<file path="src/rtl/sipo_rx_pkg.sv">
// Shared constants for the serial frame link.
// The serializer side imports the same values.
package sipo_rx_pkg;

    localparam logic [1:0] ST_HUNT = 2'd0;
    localparam logic [1:0] ST_DATA = 2'd1;
    localparam logic [1:0] ST_CRC  = 2'd2;
    localparam logic [1:0] ST_DONE = 2'd3;

    localparam logic [7:0] CRC8_POLY    = 8'h07;
    localparam logic [7:0] CRC8_INIT    = 8'h00;
    localparam logic [7:0] SYNC_DEFAULT = 8'hA5;

    // One serial CRC-8 step: non-reflected, one message bit per call.
    function automatic logic [7:0] crc8_step(input logic [7:0] crc, input logic din,
                                             input logic [7:0] poly);
        return {crc[6:0], 1'b0} ^ ((crc[7] ^ din) ? poly : 8'h00);
    endfunction

endpackage

</file>
<file path="src/rtl/crc8_serial.sv">
// Bit-serial CRC-8, one bit per enabled cycle. Shared by the
// receiver (checking) and the serializer (generation).
module crc8_serial
    import sipo_rx_pkg::*;
#(
    parameter logic [7:0] POLY = CRC8_POLY,
    parameter logic [7:0] INIT = CRC8_INIT
) (
    input  logic       i_clk,
    input  logic       i_rst_n,
    input  logic       i_en,
    input  logic       i_clr,
    input  logic       i_din,
    output logic [7:0] o_crc
);

    logic [7:0] r_crc;

    // Clear wins over enable so a restart never folds in a stale bit.
    always_ff @(posedge i_clk or negedge i_rst_n) begin
        if (!i_rst_n) begin
            r_crc <= INIT;
        end else if (i_clr) begin
            r_crc <= INIT;
        end else if (i_en) begin
            r_crc <= crc8_step(r_crc, i_din, POLY);
        end
    end

    assign o_crc = r_crc;

endmodule

</file>
<file path="src/rtl/sipo_rx.sv">
// Serial-in/parallel-out frame receiver: sync hunt, data byte
// reassembly and CRC-8 check of each frame.
module sipo_rx
    import sipo_rx_pkg::*;
#(
    parameter logic [7:0]  SYNC   = SYNC_DEFAULT,
    parameter int unsigned NBYTES = 2,
    parameter logic [7:0]  POLY   = CRC8_POLY
) (
    input  logic       i_clk,
    input  logic       i_rst_n,
    input  logic       i_si,
    input  logic       i_si_vld,
    input  logic       i_abort,
    output logic [7:0] o_po,
    output logic       o_po_vld,
    output logic       o_en_crc,
    output logic       o_busy,
    output logic       o_frame_done,
    output logic       o_crc_err
);

    logic [1:0] r_state;
    logic [7:0] r_sr;
    logic [7:0] r_rcrc;
    logic [2:0] r_bitcnt;
    logic [3:0] r_bytecnt;
    logic [7:0] r_po;
    logic       r_po_vld;
    logic       r_frame_done;
    logic       r_crc_err;

    logic [7:0] w_sr_nxt;
    logic [7:0] w_rcrc_nxt;
    logic       w_sync_hit;
    logic       w_last_bit;
    logic       w_last_byte;
    logic       w_crc_en;
    logic       w_crc_clr;
    logic [7:0] w_crc;

    assign w_sr_nxt    = {i_si, r_sr[7:1]};
    assign w_rcrc_nxt  = {i_si, r_rcrc[7:1]};
    assign w_sync_hit  = (w_sr_nxt == SYNC);
    assign w_last_bit  = (r_bitcnt == 3'd7);
    assign w_last_byte = (r_bytecnt == 4'(NBYTES - 1));

    assign w_crc_en  = (r_state == ST_DATA) && i_si_vld && !i_abort;
    assign w_crc_clr = i_abort || ((r_state == ST_HUNT) && i_si_vld && w_sync_hit);

    crc8_serial #(
        .POLY (POLY),
        .INIT (CRC8_INIT)
    ) u_crc (
        .i_clk   (i_clk),
        .i_rst_n (i_rst_n),
        .i_en    (w_crc_en),
        .i_clr   (w_crc_clr),
        .i_din   (i_si),
        .o_crc   (w_crc)
    );

    always_ff @(posedge i_clk or negedge i_rst_n) begin
        if (!i_rst_n) begin
            r_state      <= ST_HUNT;
            r_sr         <= 8'h00;
            r_rcrc       <= 8'h00;
            r_bitcnt     <= 3'd0;
            r_bytecnt    <= 4'd0;
            r_po         <= 8'h00;
            r_po_vld     <= 1'b0;
            r_frame_done <= 1'b0;
            r_crc_err    <= 1'b0;
        end else begin
            r_po_vld     <= 1'b0;
            r_frame_done <= 1'b0;
            if (i_abort) begin
                r_state   <= ST_HUNT;
                r_sr      <= 8'h00;
                r_rcrc    <= 8'h00;
                r_bitcnt  <= 3'd0;
                r_bytecnt <= 4'd0;
            end else begin
                case (r_state)
                    ST_HUNT: begin
                        if (i_si_vld) begin
                            r_sr <= w_sr_nxt;
                            if (w_sync_hit) begin
                                r_state   <= ST_DATA;
                                r_bitcnt  <= 3'd0;
                                r_bytecnt <= 4'd0;
                            end
                        end
                    end
                    ST_DATA: begin
                        if (i_si_vld) begin
                            r_sr     <= w_sr_nxt;
                            r_bitcnt <= r_bitcnt + 3'd1;
                            if (w_last_bit) begin
                                r_po      <= w_sr_nxt;
                                r_po_vld  <= 1'b1;
                                r_bytecnt <= r_bytecnt + 4'd1;
                                if (w_last_byte) begin
                                    r_state <= ST_CRC;
                                end
                            end
                        end
                    end
                    ST_CRC: begin
                        if (i_si_vld) begin
                            r_rcrc   <= w_rcrc_nxt;
                            r_bitcnt <= r_bitcnt + 3'd1;
                            if (w_last_bit) begin
                                r_state      <= ST_DONE;
                                r_frame_done <= 1'b1;
                                r_crc_err    <= (w_rcrc_nxt != w_crc);
                            end
                        end
                    end
                    ST_DONE: begin
                        // Restart the hunt from a clean window; a bit arriving now still counts.
                        r_state   <= ST_HUNT;
                        r_sr      <= i_si_vld ? {i_si, 7'h00} : 8'h00;
                        r_bitcnt  <= 3'd0;
                        r_bytecnt <= 4'd0;
                    end
                    default: begin
                        r_state <= ST_HUNT;
                    end
                endcase
            end
        end
    end

    assign o_po         = r_po;
    assign o_po_vld     = r_po_vld;
    assign o_en_crc     = (r_state == ST_CRC);
    assign o_busy       = (r_state == ST_DATA) || (r_state == ST_CRC);
    assign o_frame_done = r_frame_done;
    assign o_crc_err    = r_crc_err;

endmodule

</file>
<file path="config.mk">
export PLATFORM = sky130hd
export DESIGN_NAME = sipo_rx
export DESIGN_NICKNAME = d
export VERILOG_FILES = /design/src/rtl/sipo_rx_pkg.sv /design/src/rtl/crc8_serial.sv /design/src/rtl/sipo_rx.sv
export SDC_FILE = /design/constraint.sdc
export NUM_CORES = 1
export LEC_CHECK = 0
export CORE_MARGIN = 2
export CORE_UTILIZATION = 50
export CTS_CLUSTER_DIAMETER = 60
export DETAILED_ROUTE_END_ITERATION = 8
export PLACE_DENSITY = 0.74
export REMOVE_ABC_BUFFERS = 1
export SLEW_MARGIN = 20
export SYNTH_ARGS = -nofsm -noshare
export SYNTH_HDL_FRONTEND = slang
export SYNTH_HIERARCHICAL = 1
export SYNTH_SLANG_ARGS = --single-unit
export TNS_END_PERCENT = 1
</file>
<file path="constraint.sdc">
create_clock -name i_clk -period 4.4 [get_ports i_clk]
set_input_delay 0.66 -clock i_clk [delete_from_list [all_inputs] [get_ports i_clk]]
set_output_delay 0.66 -clock i_clk [all_outputs]
set_load 0.1 [all_outputs]
</file>
# Word-level counts from Yosys, hierarchy flattened
# Cells that the tools add are included.
# classes
n_addsub	2
eq_ne	16
mux	36
bitwise_logic	3
n_reduce_logical	22
# ops
op	n
$mux W8	8
$mux W4	5
$ne A3 B3 Y1 const B	6
$mux W2	8
$pmux W8 S2	1
$mux W3	5
$pmux W4 S3	1
$pmux W3 S3	1
$eq A8 B8 Y1 const B	1
$ne A8 B8 Y1	1
$pmux W2 S4	1
$reduce_and A4 Y1	2
$xor A8 B8 Y8	1
$reduce_and A7 Y1	1
$mux W1	6
$ne A3 B1 Y1 const B	2
$reduce_bool A2 Y1	3
$reduce_and A5 Y1	1
$add A4 B1 Y4 const B	1
$eq A2 B2 Y1 const B	2
$eq A4 B1 Y1 const B	1
$logic_and A1 B1 Y1	4
$reduce_and A2 Y1	2
$reduce_bool A4 Y1	1
12 further kinds	14
# totals
regBits	44
output_inout_bits	13

# Logic depth before layout (Yosys ltp)
# depth
depth_word	6
depth_mapped	8

# By module
# Netlist, hierarchy kept.
# modules_own_cells
module	instances	cells_per_inst	area_each_um2	seq_area_each_um2
sipo_rx	1	172	1754.2	850.8
crc8_serial	1	32	372.9	200.2

# Worst setup path after synthesis
# No wires, ideal clock.
# synth_path
kind	reg2reg
start	reg r_state[0]
end	reg r_crc_err, in the netlist o_crc_err
setup_time_ps	82
arrival_ps	2252
t_required_ps	4318
slack_ps	2067
path_stages_with_launch	8
cell_sequence	dfrtp_1 -> inv_1 -> ha_1 -> buf_2 -> nand2_1 -> nor3b_1 -> nor2_1 -> a31oi_1
# synth_via
elab_chain_len	2
# synth_rtl
element	line_no	rtl
start: declaration	sipo_rx.sv:23	logic [1:0] r_state;
start signal: assignment	sipo_rx.sv:65	r_state <= ST_HUNT;
start signal: assignment	sipo_rx.sv:78	r_state <= ST_HUNT;
start signal: assignment	sipo_rx.sv:89	r_state <= ST_DATA;
$eq A2 B2 Y1	--	
via o_en_crc	sipo_rx.sv:17	output logic o_en_crc,
$reduce_and A4 Y1 (no line)	--	
end signal: assignment	sipo_rx.sv:116	r_crc_err <= (w_rcrc_nxt != w_crc);
end: declaration	sipo_rx.sv:31	logic r_crc_err;
# The timed path passes the listed nets, and every way through them passes these cells.
# A chain may end at the register's enable or synchronous reset.

# Worst setup path after layout
# layout_path
start	reg r_state[0]
end	out o_en_crc
# layout_via
elab_chain_len	1
# layout_rtl
element	line_no	rtl
$eq A2 B2 Y1	sipo_rx.sv:137	assign o_en_crc = (r_state == ST_CRC);
end: declaration	sipo_rx.sv:17	
# Every way passes these cells.

==> reports/results.txt <==
Prevailing post-synth register cell - dfrtp_1
Leak Pwr - 1.11 nW
Number of synthesized flops with an enable pin - 0
DR WL met3 - 146 um
PortBufs - 17
M1 WL - 1950 um
N_diodes - 0
Worst skew pair latency - 0.30 ns
Placer Congestion - 0.804
Crit end category - output pin
Hold WC Path Type - input port to async pin
Async SR Flop Fraction - 1.00
Via/cell ratio - 5.70
RSZ-0062 raised after global routing - false
Mapped cell area - 0.00213 mm^2
Setup TNS - 0 ns
Routed len/inst - 14.7 um
YS warnings - 6
Post-route DRC - 0
Worst slew pin tran - 0.967 ns
Worst slew margin - 0.354
Gr ovfl total - 0
Via count - 1550
Most common cell after layout, fill and taps aside - dfrtp_1
Final Critical Period - 3.05 ns
Setup Crit Path Kind - register to output pin
Initial antenna violation count - 0
Max Used Layer - met4
Clock Tree Buf Depth - 2
Post-DP HPWL - 2770 um
Syn avg cell area - 10.4 um^2
H-tree Lvls - 2
Fmax - 0.328 GHz
Final setup viols - 0
Max-cap viol count - 0
PD cells - 311 mW/mm^2
Fin util - 0.595
Layout Skew - 0.00557 ns
Final Net Count - 234
Synth cell types - 46
Final wirelength - 3990 um
Vias in the first global route - 1496
Clock root cell - clkbuf_8
Total CTS buffers - 5
Chip Height - 69.2 um
Post-CTS setup buffer count - 0
Crit start category - register
Clock transition at path regs - 0.08 ns
Period utilization - 0.694
Arrival time worst endpoint - 2.39 ns
Max rail drop VDD - 165 uV
Metal2 WL - 1830 um
Syn Inst Count - 204
Post-route ant nets - 0
Initial Util - 0.524
Status - complete, no violations
Largest net degree at the start of global routing - 43
Post-CTS Hold Fix Bufs - 0
Die ar. - 0.00479 mm^2
Cell Rows - 23
Critical path required time - 3.74 ns
Layout area overhead - 13.5%
Die X - 69.2 um
Total track usage - 0.179
Seq/Total Area, Yosys - 0.494
Commonest non-fill, non-tap cells in the layout - 42 x dfrtp_1, 26 x nand2_1, 16 x clkdlybuf4s50_1
Fin. max-slew vios - 0
Max Fanout on Critical Path - 10
First-pass GRT wire length - 6960 um
CTS resizes - 0
FF+latch count, synth - 42
CTS tree - done
Fin. Hold Viols - 0
DRT Pass-1 Iters - 4
Clock sink count - 42
Placeable Area - 0.00406 mm^2
Top Ports - 18
Layout cells sized above 1 - 0.108
DR iter-0 viols - 93
routing by layer:
| metal | vias to the layer above | track usage |
|---|---|---|
| met3 | 7 | 0.0451 |
| li1 | 756 | - |
| met4 | 0 | 0.0675 |
| met2 | 24 | 0.278 |
| met1 | 763 | 0.242 |
| met5 | - | 0 |
worst max-delay path: stages (launching register included):
cell,delay (ns)
dfrtp_1,0.43
inv_1,0.10
ha_1,0.36
clkdlybuf4s50_1,1.21
sequential cells by signal, indices dropped and copies added (netlist names):
register,cells
o_po,8
u_crc/o_crc,8
r_rcrc,7
r_sr,7
r_bytecnt,4
r_bitcnt,3
r_state,2
o_crc_err,1
o_frame_done,1
o_po_vld,1
stage by stage:
| step | power (W) | hold WS [ns] | setup WS, ns | cell area (um^2) | instances |
|---|---|---|---|---|---|
| final | 0.000751 | 0.484 | 1.35 | 2410 | 272 |
| after global routing | 0.000782 | 0.527 | 1.28 | 2410 | 272 |
| after CTS | 0.000759 | 0.501 | 1.33 | 2410 | 272 |
| after detailed placement | 0.000497 | 0.487 | 1.49 | 2320 | 264 |
| after global placement | 0.000496 | 0.468 | 1.52 | 2320 | 264 |
| after floorplan | 0.000465 | 0.364 | 2.00 | 2080 | 196 |
path summary, 6_finish.rpt:
kind                                 start  cells after the start      endpoint  slack [ns]
worst max-delay path            r_state[0]                      3      o_en_crc        1.35
worst min-delay path               i_rst_n                      1  o_frame_done        0.48
worst max register to register  r_state[1]                      5       r_sr[7]        2.14
worst min register to register     o_po[7]                      2       o_po[7]        0.50
max in group asynchronous          i_rst_n                      1       o_po[7]        3.34
min in group i_clk                 o_po[7]                      2       o_po[7]        0.50
area by class of cell:
type                            count  area (um^2)
Fill cell                         334         1640
Clock inverter                      2         12.5
Timing Repair Buffer               18          173
Multi-Input combinational cell    146         1000
Inverter                            8         30.0
Clock buffer                        6         82.6
Sequential cell                    42         1050
Tap cell                           50         62.6
where the power goes:
part / total (W) / internal [W] / switching, W
Sequential: 0.000399 / 0.000392 / 0.00000767
Combinational: 0.0000899 / 0.0000281 / 0.0000618
Clock: 0.000262 / 0.000126 / 0.000136
synth_stat cells, types with 5 or more instances:
cell / count / share of area
mux2i_1: 7 / 0.033
a21oi_1: 10 / 0.024
nor2_1: 13 / 0.023
dfrtp_1: 42 / 0.49
mux2_2: 8 / 0.042
nand2_1: 26 / 0.046
o21ai_0: 9 / 0.021
buf_2: 5 / 0.012
inv_1: 7 / 0.012
ha_1: 8 / 0.047
nand3_1: 9 / 0.021
xor2_1: 9 / 0.037
cell families (layout without fill, tap and decap cells):
family          count (synthesis)  count (layout)  share of synthesized area
fa+ha+maj                       8               8                     0.0471
flops                          42              42                      0.494
xor+xnor                       10              10                     0.0412
compound gates                 41              41                      0.132
mux                            15              15                     0.0753
simple gates                   72              72                      0.176
buf+inv                        16              34                     0.0347
No activity file was read; power rests on OpenSTA's default activity.
